[config.mk]
export PLATFORM = sky130hd
export DESIGN_NAME = cvtint_final_flat
export DESIGN_NICKNAME = d
export VERILOG_FILES = /design/src/rtl/cvtint_final_if.sv /design/src/rtl/cvtint_final.sv /design/src/flat_wrapper.sv
export SDC_FILE = /design/constraint.sdc
export NUM_CORES = 1
export LEC_CHECK = 0
export ABC_AREA = 1
export BUFFER_PORTS_ARGS = -buffer_cell sky130_fd_sc_hd__buf_2
export CORE_ASPECT_RATIO = 0.75
export CORE_UTILIZATION = 30
export DETAILED_ROUTE_END_ITERATION = 6
export SYNTH_ARGS = -nofsm -noshare
export SYNTH_HDL_FRONTEND = slang
export SYNTH_SLANG_ARGS = --single-unit
[constraint.sdc]
create_clock -name clk -period 13.05 [get_ports clk]
set_input_delay 2.61 -clock clk [delete_from_list [all_inputs] [get_ports clk]]
set_output_delay 2.61 -clock clk [all_outputs]
set_load 0.01 [all_outputs]
[src/rtl/cvtint_final_if.sv]
// Handshake and data bundle between an upstream FP-to-int rounder, the final
// conversion stage, and its downstream consumer.
interface cvtint_final_if #(
  parameter int XLEN        = 64,
  parameter int NORMSHIFTSZ = 2*XLEN+4,
  parameter int TAGW        = 5
);
  logic                   Flush;
  logic                   InValid;
  logic                   InReady;
  logic                   Signed;
  logic [1:0]             IntSize;
  logic                   Plus1;
  logic                   Xs;
  logic                   XNaN;
  logic                   XOvf;
  logic [NORMSHIFTSZ-1:0] Shifted;
  logic [TAGW-1:0]        InTag;
  logic                   OutValid;
  logic                   OutReady;
  logic [XLEN-1:0]        IntRes;
  logic                   NV;
  logic [TAGW-1:0]        OutTag;

  modport master (
    output Flush, InValid, Signed, IntSize, Plus1, Xs, XNaN, XOvf, Shifted, InTag, OutReady,
    input  InReady, OutValid, IntRes, NV, OutTag
  );

  modport slave (
    input  Flush, InValid, Signed, IntSize, Plus1, Xs, XNaN, XOvf, Shifted, InTag, OutReady,
    output InReady, OutValid, IntRes, NV, OutTag
  );
endinterface

[src/rtl/cvtint_final.sv]
// Final float-to-integer conversion: S1 rounds the normalized magnitude, S2
// negates, saturates to the destination width and sign-extends to XLEN.
module cvtint_final #(
  parameter int XLEN        = 64,
  parameter int NORMSHIFTSZ = 2*XLEN+4,
  parameter int TAGW        = 5
) (
  input logic           clk,
  input logic           reset_n,
  cvtint_final_if.slave bus
);

  localparam logic [XLEN:0] ONE = {{XLEN{1'b0}}, 1'b1};

  logic            s1_valid;
  logic [XLEN:0]   s1_mag;
  logic            s1_xs, s1_signed, s1_nan, s1_ovf;
  logic [1:0]      s1_size;
  logic [TAGW-1:0] s1_tag;

  logic            out_valid;
  logic [XLEN-1:0] int_res;
  logic            nv;
  logic [TAGW-1:0] out_tag;

  logic s2_adv, s1_adv, accept;

  assign s2_adv      = !out_valid || bus.OutReady;
  assign s1_adv      = !s1_valid || s2_adv;
  assign bus.InReady = s1_adv && !bus.Flush;
  assign accept      = bus.InValid && bus.InReady;

  assign bus.OutValid = out_valid;
  assign bus.IntRes   = int_res;
  assign bus.NV       = nv;
  assign bus.OutTag   = out_tag;

  always_ff @(posedge clk or negedge reset_n) begin
    if (!reset_n)       s1_valid <= 1'b0;
    else if (bus.Flush) s1_valid <= 1'b0;
    else if (s1_adv)    s1_valid <= bus.InValid;
  end

  // Rounding: the extra top bit catches the carry out of an all-ones magnitude.
  always_ff @(posedge clk) begin
    if (accept) begin
      s1_mag    <= {1'b0, bus.Shifted[NORMSHIFTSZ-1 -: XLEN]} + {{XLEN{1'b0}}, bus.Plus1};
      s1_xs     <= bus.Xs;
      s1_signed <= bus.Signed;
      s1_size   <= bus.IntSize;
      s1_nan    <= bus.XNaN;
      s1_ovf    <= bus.XOvf;
      s1_tag    <= bus.InTag;
    end
  end

  logic [7:0]             width, sh;
  logic [XLEN:0]          half, umax, sat, val;
  logic                   range_ovf, nv_next, neg;
  logic [XLEN-1:0]        trunc, res_next;
  logic signed [XLEN-1:0] ext;

  always_comb begin
    case (s1_size)
      2'b00:   width = 8'd8;
      2'b01:   width = 8'd16;
      2'b10:   width = 8'd32;
      default: width = (XLEN == 64) ? 8'd64 : 8'd32;
    endcase
  end

  assign half = ONE << (width - 8'd1);
  assign umax = (ONE << width) - ONE;

  always_comb begin
    case ({s1_signed, s1_xs})
      2'b10:   range_ovf = s1_mag >= half;
      2'b11:   range_ovf = s1_mag > half;
      2'b00:   range_ovf = s1_mag > umax;
      default: range_ovf = s1_mag != '0;
    endcase
  end

  // NaN saturates toward the positive limit regardless of its sign bit.
  assign nv_next = s1_nan || s1_ovf || range_ovf;
  assign neg     = s1_xs && !s1_nan;

  always_comb begin
    if (s1_signed) sat = neg ? (~half + ONE) : (half - ONE);
    else           sat = neg ? '0 : umax;
  end

  assign val      = nv_next ? sat : (s1_xs ? (~s1_mag + ONE) : s1_mag);
  assign trunc    = val[XLEN-1:0];
  assign sh       = 8'(XLEN) - width;
  assign ext      = $signed(trunc << sh);
  assign res_next = $unsigned(ext >>> sh);

  always_ff @(posedge clk or negedge reset_n) begin
    if (!reset_n) begin
      out_valid <= 1'b0;
      int_res   <= '0;
      nv        <= 1'b0;
      out_tag   <= '0;
    end else begin
      if (bus.Flush)   out_valid <= 1'b0;
      else if (s2_adv) out_valid <= s1_valid;
      if (s2_adv && s1_valid && !bus.Flush) begin
        int_res <= res_next;
        nv      <= nv_next;
        out_tag <= s1_tag;
      end
    end
  end

endmodule

[src/flat_wrapper.sv]
// flat-port wrapper written by rule: the top's interface ports become plain ports
module cvtint_final_flat 
#(
  parameter int XLEN        = 64,
  parameter int NORMSHIFTSZ = 2*XLEN+4,
  parameter int TAGW        = 5
)
  (clk, reset_n, bus_Flush, bus_InValid, bus_Signed, bus_IntSize, bus_Plus1, bus_Xs, bus_XNaN, bus_XOvf, bus_Shifted, bus_InTag, bus_OutReady, bus_InReady, bus_OutValid, bus_IntRes, bus_NV, bus_OutTag);
  cvtint_final_if #(.XLEN(XLEN), .NORMSHIFTSZ(NORMSHIFTSZ), .TAGW(TAGW)) bus_i ();
  input logic clk;
  input logic reset_n;
  input wire logic [$bits(bus_i.Flush)-1:0] bus_Flush;
  input wire logic [$bits(bus_i.InValid)-1:0] bus_InValid;
  input wire logic [$bits(bus_i.Signed)-1:0] bus_Signed;
  input wire logic [$bits(bus_i.IntSize)-1:0] bus_IntSize;
  input wire logic [$bits(bus_i.Plus1)-1:0] bus_Plus1;
  input wire logic [$bits(bus_i.Xs)-1:0] bus_Xs;
  input wire logic [$bits(bus_i.XNaN)-1:0] bus_XNaN;
  input wire logic [$bits(bus_i.XOvf)-1:0] bus_XOvf;
  input wire logic [$bits(bus_i.Shifted)-1:0] bus_Shifted;
  input wire logic [$bits(bus_i.InTag)-1:0] bus_InTag;
  input wire logic [$bits(bus_i.OutReady)-1:0] bus_OutReady;
  output wire logic [$bits(bus_i.InReady)-1:0] bus_InReady;
  output wire logic [$bits(bus_i.OutValid)-1:0] bus_OutValid;
  output wire logic [$bits(bus_i.IntRes)-1:0] bus_IntRes;
  output wire logic [$bits(bus_i.NV)-1:0] bus_NV;
  output wire logic [$bits(bus_i.OutTag)-1:0] bus_OutTag;
  assign bus_i.Flush = bus_Flush;
  assign bus_i.InValid = bus_InValid;
  assign bus_i.Signed = bus_Signed;
  assign bus_i.IntSize = bus_IntSize;
  assign bus_i.Plus1 = bus_Plus1;
  assign bus_i.Xs = bus_Xs;
  assign bus_i.XNaN = bus_XNaN;
  assign bus_i.XOvf = bus_XOvf;
  assign bus_i.Shifted = bus_Shifted;
  assign bus_i.InTag = bus_InTag;
  assign bus_i.OutReady = bus_OutReady;
  assign bus_InReady = bus_i.InReady;
  assign bus_OutValid = bus_i.OutValid;
  assign bus_IntRes = bus_i.IntRes;
  assign bus_NV = bus_i.NV;
  assign bus_OutTag = bus_i.OutTag;
  cvtint_final #(.XLEN(XLEN), .NORMSHIFTSZ(NORMSHIFTSZ), .TAGW(TAGW)) u_core (.clk(clk), .reset_n(reset_n), .bus(bus_i));
endmodule
After elaboration in Yosys (flattened, before gate mapping)
Cells that the tools add are included.
Widths: inputs -> output; s select.
{ "totals": {"output_inout_bits": 72, "regBits": 148, "in_bits": 149} }
{ "classes": {"addsub": 7, "mux": 11, "eq_ne": 4, "reduce_logical": 18, "n_bitwise": 2, "magnitude_cmp": 3, "n_shift": 4} }
{ "op_table": {"columns": ["cell", "n"], "rows": [
  ["$mux 64", 5],
  ["$gt 65x65->1", 2],
  ["$add 64x1->64 const B", 2],
  ["$not 64->64", 2],
  ["$add 64x1->65", 1],
  ["$ge 65x65->1", 1],
  ["$reduce_bool 65->1", 1],
  ["$shl 1x7->65 const A", 1],
  ["$shl 1x8->65 const A", 1],
  ["$sub 65x1->65 const B", 1],
  ["$shl 64x8->64", 1],
  ["$sshr 64x8->64", 1],
  ["$sub 64x1->64 const B", 1],
  ["$pmux 7 s3", 1],
  ["$sub 7x1->8 const B", 1],
  ["$sub 7x7->8 const A", 1],
  ["$eq 2x2->1 const B", 3],
  ["$logic_and 1x1->1", 5],
  ["$logic_not 1->1", 4],
  ["$logic_not 2->1", 2],
  ["$logic_or 1x1->1", 4],
  ["$mux 1", 4],
  ["$reduce_bool 2->1", 2],
  ["$pmux 1 s3", 1],
  ["$eq 2x1->1 const B", 1]
]} }

Longest topological paths before layout
{ "depth": {"word_depth": 11, "ltp_mapped": 33, "ltp_nobuf": 28} }

Least setup slack after synthesis
OpenSTA, ideal clock, no wires.
{ "synth_timing": {"path_kind": "input to register", "startpoint": "input bus_OutReady", "endpoint": "register u_core.s1_mag[0] (enable)", "stages": 6, "setup_ns": 0.511, "slack_ns": 6.492, "arrival_ns": 6.047, "required_time_ns": 12.539, "path_buffers": 0, "path_cell_list": "nor2_1 inv_1 nor2_1 inv_1 nand2_1 nor2_1"} }
{ "synth_between": {"elab_chain_len": 4} }
{ "synth_lines": {"columns": ["element", "line_no", "text"], "rows": [
  ["start: declaration", "flat_wrapper.sv:22", "input wire logic [$bits(bus_i.OutReady)-1:0] bus_OutReady;"],
  ["$logic_or 1x1->1", "cvtint_final.sv:28", "assign s2_adv = !out_valid || bus.OutReady;"],
  ["$logic_or 1x1->1", "cvtint_final.sv:29", "assign s1_adv = !s1_valid || s2_adv;"],
  ["$logic_and 1x1->1", "cvtint_final.sv:30", "assign bus.InReady = s1_adv && !bus.Flush;"],
  ["$logic_and 1x1->1", "cvtint_final.sv:31", "assign accept = bus.InValid && bus.InReady;"],
  ["via u_core.accept", "cvtint_final.sv:26", "logic s2_adv, s1_adv, accept;"],
  ["end signal: assignment", "cvtint_final.sv:47", "s1_mag <= {1'b0, bus.Shifted[NORMSHIFTSZ-1 -: XLEN]} + {{XLEN{1'b0}}, bus.Plus1};"],
  ["end: declaration", "cvtint_final.sv:16", "logic [XLEN:0] s1_mag;"]
]} }
The timed path passes the listed nets, and every way through them passes these cells.
A chain may end at the register's enable or synchronous reset.

Worst setup path after layout
{ "layout_timing": {"startpoint": "register u_core.s1_size[1]", "endpoint": "register u_core.int_res[15], in the netlist u_core.bus.IntRes[15]"} }
{ "layout_between": {"elab_chain_len": 11, "word_cells_on_any_way": 23, "cone_classes": "add/sub: 5; order compare: 3; eq/ne: 2; shift: 4; mux: 6; bitwise: 1; reduce/logical: 2"} }
{ "layout_lines": {"columns": ["element", "line_no", "text"], "rows": [
  ["start: declaration", "cvtint_final.sv:18", "logic [1:0] s1_size;"],
  ["start signal: assignment", "cvtint_final.sv:50", "s1_size <= bus.IntSize;"],
  ["$eq 2x2->1 (tied with other cells)", "cvtint_final.sv:64", "case (s1_size)"],
  ["$pmux 7 s3 (*)", "cvtint_final.sv:64", null],
  ["parallel branches: the longest is 8 deep, another holds $sub 65x1->65", null, null],
  ["$sshr 64x8->64 (*)", "cvtint_final.sv:97", "assign res_next = $unsigned(ext >>> sh);"],
  ["end signal: assignment", "cvtint_final.sv:109", "int_res <= res_next;"],
  ["end: declaration", "cvtint_final.sv:22", "logic [XLEN-1:0] int_res;"]
]} }
Mark *: on every way between the ends.

==> qor.txt <==
Logic pwr share: 29.5%
Seq cells post-synth: 148
CTS sink count: 148
Synth top area share: 20.0%
pin count of the biggest net entering global routing: 78
layout cells sized above 1: 11.0%
IO Pins: 221
synthesized area: 0.0146 sq mm
number of antenna violations at the first check in global routing: 2
Slew Viols, Final: 0
hold_buf cts: 0
vias in the first global route: 14,800
Die H: 193 microns
Routability Congestion: 0.956
Chip Width: 256 microns
Core Rows: 69
Rel. slew slack: 31.4%
Hold Crit Class: reg2reg
Worst EP arrival: 6660 ps
WL/cell: 18.2 microns
post-route antenna net violation count: 0
Setup TNS: 0 ps
synth unique cells: 49
clock share of power: 31.9%
Worst Tran Pin Value: 1010 ps
Final nets: 2,570
Die ar.: 0.0495 sq mm
setup violators final: 0
Pint: 0.980 mW
cts repair resizes: 0
status: complete, no violations
grt ovf: 0
drt initial violations: 1,949
Core Region: 0.0477 sq mm
Synth area leader: nand2_1
antenna cells: 0
H-tree Lvls: 4
CTS tree: yes
Seq. cell area: 0.00408 sq mm
Flop pwr share: 38.5%
CP Capture Type: register
final wirelength: 54,600 microns
via count: 15,800
Syn Inst Count: 2,266
Pwr Density: 94.0 mW/mm^2
Final Non-Filler Cells: 3,004
DRC: 0
clk slew on worst S/H paths: 60 ps
GRT Overall Usage: 22.2%
leak pwr: 7.74 nW
fmax: 0.158 GHz
Max VDD drop: 0.0951 mV
synthesis-to-layout area growth: 12.1%
setup bufs post-CTS: 0
number of CTS-inserted buffers: 17
worst-path fanout max: 49
switching power: 0.556 mW
switching share of power: 36.2%
Area contributors post-synth: nand2_1, edfxtp_1, nand3_1
Synth Area per Inst: 6.43 sq um
commonest non-fill, non-tap cell in the layout: nand2_1
clock root cell: clkbuf_16
final hold vios: 0
Starting Density: 30.6%
min Tclk post-route: 6330 ps
first-pass GRT wire length: 85,200 microns
MaxCap Viol Count: 0
first drt pass iteration count: 6
Worst EP required: 13,380 ps
Via density: 5.25
fin crit share: 48.5%
crit path kind: reg2reg
clk_lat worst skew: 460 ps
number of synthesized flops with an enable pin: 76
DP Wirelength: 42,900 microns
PortBufs: 152
most frequent cells in the layout: nand2_1, nand3_1, nor2_1
placed insts: 2,972
ys async rst share: 48.6%
Yosys warning count: 0
most frequently used flop master after synthesis: edfxtp_1
# fillers: 5,252
RSZ-0062 raised after global routing: false
multi-input logic area: 0.00939 sq mm
syn nets: 2,484
Critical Path Source Type: register
register area share after synthesis: 28.0%
Max clock buf depth: 2
final setup skew: 12.0 ps
==> Yosys cell counts, types with 11 or more instances <==
library cell / number
edfxtp_1: 76
buf_6: 11
nor2_1: 211
nand3b_1: 14
a21oi_1: 65
o21ai_1: 19
nor4_1: 20
buf_2: 33
buf_1: 17
ha_1: 69
dfrtp_1: 72
nand2_1: 775
nor3_1: 30
xor2_1: 84
xnor2_1: 30
nor2_2: 11
o21ai_0: 55
nand2_2: 16
inv_1: 152
clkbuf_1: 35
nand4_1: 34
nand3_1: 370
==> critical path, stage by stage (launching register included) <==
cell	delay, ps
edfxtp_1	670
nand2_1	460
buf_4	530
inv_2	390
ha_1	340
nand3_1	90
nand2_1	50
nand3_1	70
nand3_1	130
nand2_1	90
nand3_1	110
nand2_1	90
nand3_1	80
nand2_1	60
buf_4	440
nand2_4	270
nand2_1	160
nand2_1	60
nand2_1	80
nand2_1	70
nand2_1	90
nand2_2	100
nand2_2	520
nand2_1	140
nand2_2	430
nand2_1	150
o21ai_0	400
nand2_1	80
==> final timing paths <==
check,startpoint,end,slack (ps),cells past startpoint
hold reg to reg,u_core.s1_tag[3]$_DFFE_PP_,u_core.bus.OutTag[3]$_DFFE_PN0P_,440,2
hold / removal,u_core.s1_tag[3]$_DFFE_PP_,u_core.bus.OutTag[3]$_DFFE_PN0P_,440,2
min in group asynchronous,reset_n,u_core.bus.NV$_DFFE_PN0P_,1980,1
max in group asynchronous,reset_n,u_core.bus.IntRes[3]$_DFFE_PN0P_,10040,2
setup / recovery,u_core.s1_size[1]$_DFFE_PP_,u_core.bus.IntRes[15]$_DFFE_PN0P_,6720,27
setup reg to reg,u_core.s1_size[1]$_DFFE_PP_,u_core.bus.IntRes[15]$_DFFE_PN0P_,6720,27
==> final cells by class <==
cell class | instances | area share [%]
multi-input cells | 1858 | 57.5
flip-flops and latches | 148 | 25.0
clock buffers | 21 | 2.94
repair buffers | 169 | 5.45
inverters | 158 | 3.63
clock inverters | 11 | 0.605
well taps | 639 | 4.89
==> cells by family (layout without fill, tap and decap cells) <==
kind of cell,Yosys count,count (layout),share of synthesized area [%]
simple gates,1508,1508,45.2
buf+inv,260,359,7.70
compound gates,167,167,6.30
flops,148,148,28.0
xor+xnor,114,114,6.85
fa+ha+maj,69,69,5.93
==> state kept, by name (all words and copies together) (netlist names) <==
| register | count |
|---|---|
| u_core.bus.IntRes | 64 |
| u_core.bus.NV | 1 |
| u_core.bus.OutTag | 5 |
| u_core.bus.OutValid | 1 |
| u_core.s1_mag | 65 |
| u_core.s1_nan | 1 |
| u_core.s1_ovf | 1 |
| u_core.s1_signed | 1 |
| u_core.s1_size | 2 |
| u_core.s1_tag | 5 |
| u_core.s1_valid | 1 |
| u_core.s1_xs | 1 |
==> per-layer routing <==
| metal | GRT usage, % | routed length, microns |
|---|---|---|
| met2 | 33.7 | 23400 |
| met1 | 33.1 | 26900 |
| met5 | 0 | 9 |
| met3 | 3.19 | 3750 |
| met4 | 3.89 | 439 |
==> through the flow <==
step / hold slack [ps] / util [%] / cell area (sq um) / setup slack [ps] / power, mW
4_1_cts: 440 / 34.3 / 16300 / 6890 / 1.54
2_1_floorplan: 418 / - / 14600 / 6490 / 0.882
3_3_place_gp: 423 / 33.1 / 15800 / 6950 / 1.04
3_5_place_dp: 432 / 33.1 / 15800 / 6910 / 1.05
6_report: 438 / 34.3 / 16300 / 6720 / 1.54
5_1_grt: 469 / 34.3 / 16300 / 6400 / 1.63
==> power groups by stage <==
stage               logic (mW)  registers (mW)  clock network (mW)
floorplan                0.272           0.609                   0
CTS                      0.451           0.592               0.501
detailed placement       0.449           0.600                   0
global route             0.509           0.598               0.519
finish                   0.454           0.592               0.490
global placement         0.443           0.599                   0
No activity file was read; power rests on OpenSTA's default activity.
